File: src/rtl/mem_arbiter.sv
//==============================================================================
// mem_arbiter - data-priority RAM arbiter with bounded instruction starvation.
// Revision 1.0
//==============================================================================
`default_nettype none

module mem_arbiter #(
  parameter int ADDR_W      = 32,
  parameter int DATA_W      = 32,
  parameter int MAX_DSTREAK = 4
) (
  input  logic              CLK,
  input  logic              nRST,
  input  logic              iREN,
  input  logic [ADDR_W-1:0] iaddr,
  output logic [DATA_W-1:0] iload,
  output logic              ihit,
  input  logic              dREN,
  input  logic              dWEN,
  input  logic [ADDR_W-1:0] daddr,
  input  logic [DATA_W-1:0] dstore,
  output logic [DATA_W-1:0] dload,
  output logic              dhit,
  output logic              ramREN,
  output logic              ramWEN,
  output logic [ADDR_W-1:0] ramaddr,
  output logic [DATA_W-1:0] ramstore,
  input  logic [DATA_W-1:0] ramload,
  input  logic              ramrdy,
  output logic              busy
);

  localparam int SW = (MAX_DSTREAK < 1) ? 1 : $clog2(MAX_DSTREAK + 1);
  localparam logic [SW-1:0] STREAK_MAX = SW'(MAX_DSTREAK);

  typedef enum logic [1:0] {
    IDLE  = 2'd0,
    DATA  = 2'd1,
    INSTR = 2'd2
  } state_t;

  state_t        state_q, state_d;
  logic [SW-1:0] dstreak_q, dstreak_d;
  logic          dreq;
  logic          force_i;

  assign dreq    = dREN | dWEN;
  assign force_i = iREN && (MAX_DSTREAK != 0) && (dstreak_q == STREAK_MAX);

  always_ff @(posedge CLK or negedge nRST) begin
    if (!nRST) begin
      state_q   <= IDLE;
      dstreak_q <= '0;
    end else begin
      state_q   <= state_d;
      dstreak_q <= dstreak_d;
    end
  end

  always_comb begin
    state_d   = state_q;
    dstreak_d = dstreak_q;
    ramREN    = 1'b0;
    ramWEN    = 1'b0;
    ramaddr   = '0;
    ramstore  = '0;
    ihit      = 1'b0;
    dhit      = 1'b0;
    iload     = '0;
    dload     = '0;
    busy      = (state_q != IDLE);

    case (state_q)
      IDLE: begin
        // The streak only moves on a grant edge, never during a held grant.
        if (dreq && !force_i) begin
          state_d = DATA;
          if (!iREN)
            dstreak_d = '0;
          else if (dstreak_q != STREAK_MAX)
            dstreak_d = dstreak_q + 1'b1;
        end else if (iREN) begin
          state_d   = INSTR;
          dstreak_d = '0;
        end
      end

      DATA: begin
        ramaddr  = daddr;
        ramstore = dstore;
        ramWEN   = dWEN;
        ramREN   = dREN & ~dWEN;
        dhit     = ramrdy & dreq;
        if (dhit)
          dload = ramload;
        if (dhit || !dreq)
          state_d = IDLE;
      end

      INSTR: begin
        ramaddr = iaddr;
        ramREN  = iREN;
        ihit    = ramrdy & iREN;
        if (ihit)
          iload = ramload;
        if (ihit || !iREN)
          state_d = IDLE;
      end

      default: state_d = IDLE;
    endcase
  end

endmodule

`default_nettype wire

File: config.mk
export PLATFORM = sky130hd
export DESIGN_NAME = mem_arbiter
export DESIGN_NICKNAME = d
export VERILOG_FILES = /design/src/rtl/mem_arbiter.sv
export SDC_FILE = /design/constraint.sdc
export NUM_CORES = 1
export LEC_CHECK = 0
export CAP_MARGIN = 25
export CORE_AREA = 2 2 104 106
export DETAILED_ROUTE_END_ITERATION = 7
export DIE_AREA = 0 0 106 108
export GPL_ROUTABILITY_DRIVEN = 0
export PLACE_DENSITY = 0.61
export SLEW_MARGIN = 10
export SYNTH_ARGS = -nofsm -noshare
export SYNTH_HDL_FRONTEND = slang
export SYNTH_SLANG_ARGS = --single-unit
File: constraint.sdc
create_clock -name CLK -period 1.8 [get_ports CLK]
set_clock_uncertainty 0.15 [all_clocks]
set_input_delay 0.36 -clock CLK [delete_from_list [all_inputs] [get_ports CLK]]
set_output_delay 0.36 -clock CLK [all_outputs]
set_load 0.02 [all_outputs]
==> impl_results.md <==
- Status: finished, violations left
- Failing checks: setup timing
- Final Setup Violations: about 130
- Syn_area_per_cell: between 6 and 7 sq um
- CP top delay family: flip-flops
- Syn Std Cell Area: roughly 0.0015 sq mm
- Tot Pwr: 5.61 mW
- Startpoint types: register
- Arr. time, crit path: between 1.5 and 2 ns
- RSZ-0062 raised after global routing: true
- Final WL: around 11000 um
- Floorplan row count: 37
- Critical Path Sink Type: output port
- Initial DRC count: 82
- Period minus WS final: between 2 and 2.5 ns
- Max Slew Vio Count: 0
- Placed instance count: 628
- Area contributors post-synth: and2_1 (40%), a22oi_1 (16%), nor2b_1 (13%)
- Max Cap Viol: 0
- CP Buf/Inv Count: 3
- Via density: about 4.3
- Starting Density: 14.9%
- Critical-path maximum fanout: 8
- Post-synthesis sequential area ratio: 8.19%
- Number of H-tree levels: 1
- Cell breakdown of the critical path: ha_4 -> buf_6 -> clkbuf_16 -> a22oi_2 -> nor2b_4 -> buf_6
- Filler Cells Inserted: around 900
- PD cells: roughly 1000 mW/mm^2
- CP max stage cell: dfrtp_2
- Post-Syn Instances: around 230
- Period utilization: 116%
- Clk_lat worst skew: around 0.22 ns
- Share of the synthesized area in the top cell type: approximately two fifths
- Hold/Removal Path Class: in -> async
- Die Y: approximately 110 um
- Yosys warns: 0
- Actual slew at the worst max-slew pin: between 0.3 and 0.4 ns
- Num CTS Buffers: 3
- Layout cell share with drive strength beyond 1: a little under two thirds
- Layout Cells excl Fill: 650
- CTS sink cnt: 5
- Hold buffers post-CTS: 0
- Initial antenna violation count: 1
- Setup slack after layout: -0.283 ns
- IO Pins: 267
- Synth Register Bits: 5
- Via count: 2818
- Vias in the first global route: between 2000 and 3000
- Cell variety after synth: 25
- DR WL/cell: roughly 17 um
- Pre-Repair DR Iteration Count: 4
- Final cell utilization of the core: around 54%
- Max incr delay on CP: roughly 0.44 ns
- Final hold violation count: 0
- Normalized max-slew margin: between 70% and 80%
- Multi-input gate area: ~0.0019 sq mm
- Mapped Nets: 366
- Critical Path RT: 1.29 ns
- DRC: 0
- Worst VDD drop: around 0.57 mV
- Final-stage net count: 655
- Register area: between 100 and 150 sq um
- Die extent in x: 106 um
- First-pass GRT wire length: 14500 um
- GR Overflow Total: 0
- Largest net degree at the start of global routing: between 40 and 50
- Dpl hpwl: between 7000 and 8000 um
- Most used cell along the critical path: buf_6
- Crit Path Category: reg -> out
- Root buf cell: clkbuf_8
- Leakage: ~2.4 nW
- Highest clock rate: approximately 0.48 GHz
- Total global-route track usage: ~16%
- Core ar.: between 0.01 and 0.015 sq mm
- CTS clk-pin slew, worst paths: ~0.03 ns
- Detail Route Antenna Nets: 0
- PortBufs: about 270
- DIE AREA: 0.0114 sq mm
- Largest area contributor in the netlist: and2_1
- TritonCTS clock tree: yes
- Worst-case clock buffer depth: 2
- Layout area overhead: 259%
-- placed cells by master, fill, tap and decap left out, drive strengths merged --
cell type      synthesis  final
a22oi                 32     32
dlygate4sd2            0      3
nor2                   1      1
o21ai                  3      3
a32o                   1      1
nand2b                 2      2
nand2                  5      5
or2                    1      1
and2                  98     98
dfrtp                  5      5
diode                  0      1
nor2b                 32     32
o22ai                  4      4
o221a                  1      1
clkbuf                15     10
inv                    6      6
ha                     7      7
a21o                   1      1
buf                    4    160
or4b                   1      1
nand4                  1      1
o31ai                  1      1
clkdlybuf4s50          0    130
and3                   2      6
nand3                  2      2
-- report_power, final --
group | switching (mW) | internal [mW]
Sequential | 0.0420 | 0.153
Combinational | 2.36 | 2.85
Clock | 0.0486 | 0.151
-- worst register-to-register path, stage by stage (launching register included) --
cell and delay, ns:
dfrtp_1 0.40, inv_2 0.09, buf_4 0.13, ha_4 0.14
buf_4 0.12, or4b_4 0.46, o221a_4 0.15, o22ai_2 0.14
-- metrics by stage --
stage | setup slack [ns] | hold WS [ns] | TNS, ns | area (sq um)
after floorplan | -0.0598 | -0.0856 | -1.91 | 1660
after global placement | -0.798 | 0.342 | -81.33 | 4620
after detailed placement | -0.847 | 0.374 | -84.05 | 4620
after CTS | -0.325 | 0.224 | -29.72 | 5040
after global routing | -0.343 | 0.236 | -37.27 | 5490
final | -0.283 | 0.226 | -28.96 | 5490
-- cells by family (layout without fill, tap and decap cells) --
family,count (synthesis),after routing,share of synthesized area [%]
simple gates,145,149,58.8
compound gates,43,43,20.7
buf+inv,25,309,6.55
fa+ha+maj,7,7,5.73
flops,5,5,8.19
other cells,0,1,0
-- routing by layer --
metal	wire length, um	track usage (%)	up-vias
met2	6100	33.4	179
met4	269	5.36	0
met3	927	3.68	20
li1	-	-	1340
met5	0	0	-
met1	3570	14.5	1279
-- registers in the layout, summed over array words and instances (netlist names) --
| register | flops |
|---|---|
| dstreak_q | 3 |
| state_q | 2 |
-- synth_stat cells --
| master | number |
|---|---|
| or4b_1 | 1 |
| inv_1 | 6 |
| nor2_1 | 1 |
| nand2b_1 | 2 |
| o22ai_1 | 4 |
| a21o_1 | 1 |
| nand2_1 | 5 |
| clkbuf_2 | 2 |
| and3_1 | 1 |
| or2_1 | 1 |
| nand4_1 | 1 |
| and2_1 | 98 |
| nand3_1 | 2 |
| and3_4 | 1 |
| buf_2 | 3 |
| buf_1 | 1 |
| o31ai_1 | 1 |
| ha_1 | 7 |
| a32o_1 | 1 |
| a22oi_1 | 32 |
| clkbuf_1 | 13 |
| o21ai_0 | 3 |
| o221a_2 | 1 |
| dfrtp_1 | 5 |
| nor2b_1 | 32 |
-- worst paths after layout --
path | end | slack (ns) | startpoint | depth (start not counted)
worst min-delay path | dstreak_q[0] | 0.23 | nRST | 1
worst max register to register | state_q[1] | -0.06 | state_q[0] | 7
min in group CLK | dstreak_q[1] | 0.38 | dstreak_q[1] | 2
worst max-delay path | ramaddr[29] | -0.28 | state_q[1] | 6
max in group asynchronous | state_q[1] | 1.06 | nRST | 1
worst min register to register | dstreak_q[1] | 0.38 | dstreak_q[1] | 2
-- final cells by class --
| cell class | instances | share of cell area [%] |
|---|---|---|
| tap | 136 | 3.10 |
| antenna | 1 | 0.0456 |
| sequential | 5 | 2.30 |
| multi-input combinational | 199 | 34.7 |
| clock buffer | 4 | 0.821 |
| inverter | 6 | 0.456 |
| timing repair buffer | 299 | 58.6 |
-- timing repair --
item | 4_1_cts | 5_1_grt
gates cloned | 7 | 6
pin swaps | 32 | 36
endpoints found under the setup margin | 135 | 135
gates resized for setup | 817 | 107
buffers inserted | 3 | 2
No activity file was read; power rests on OpenSTA's default activity.
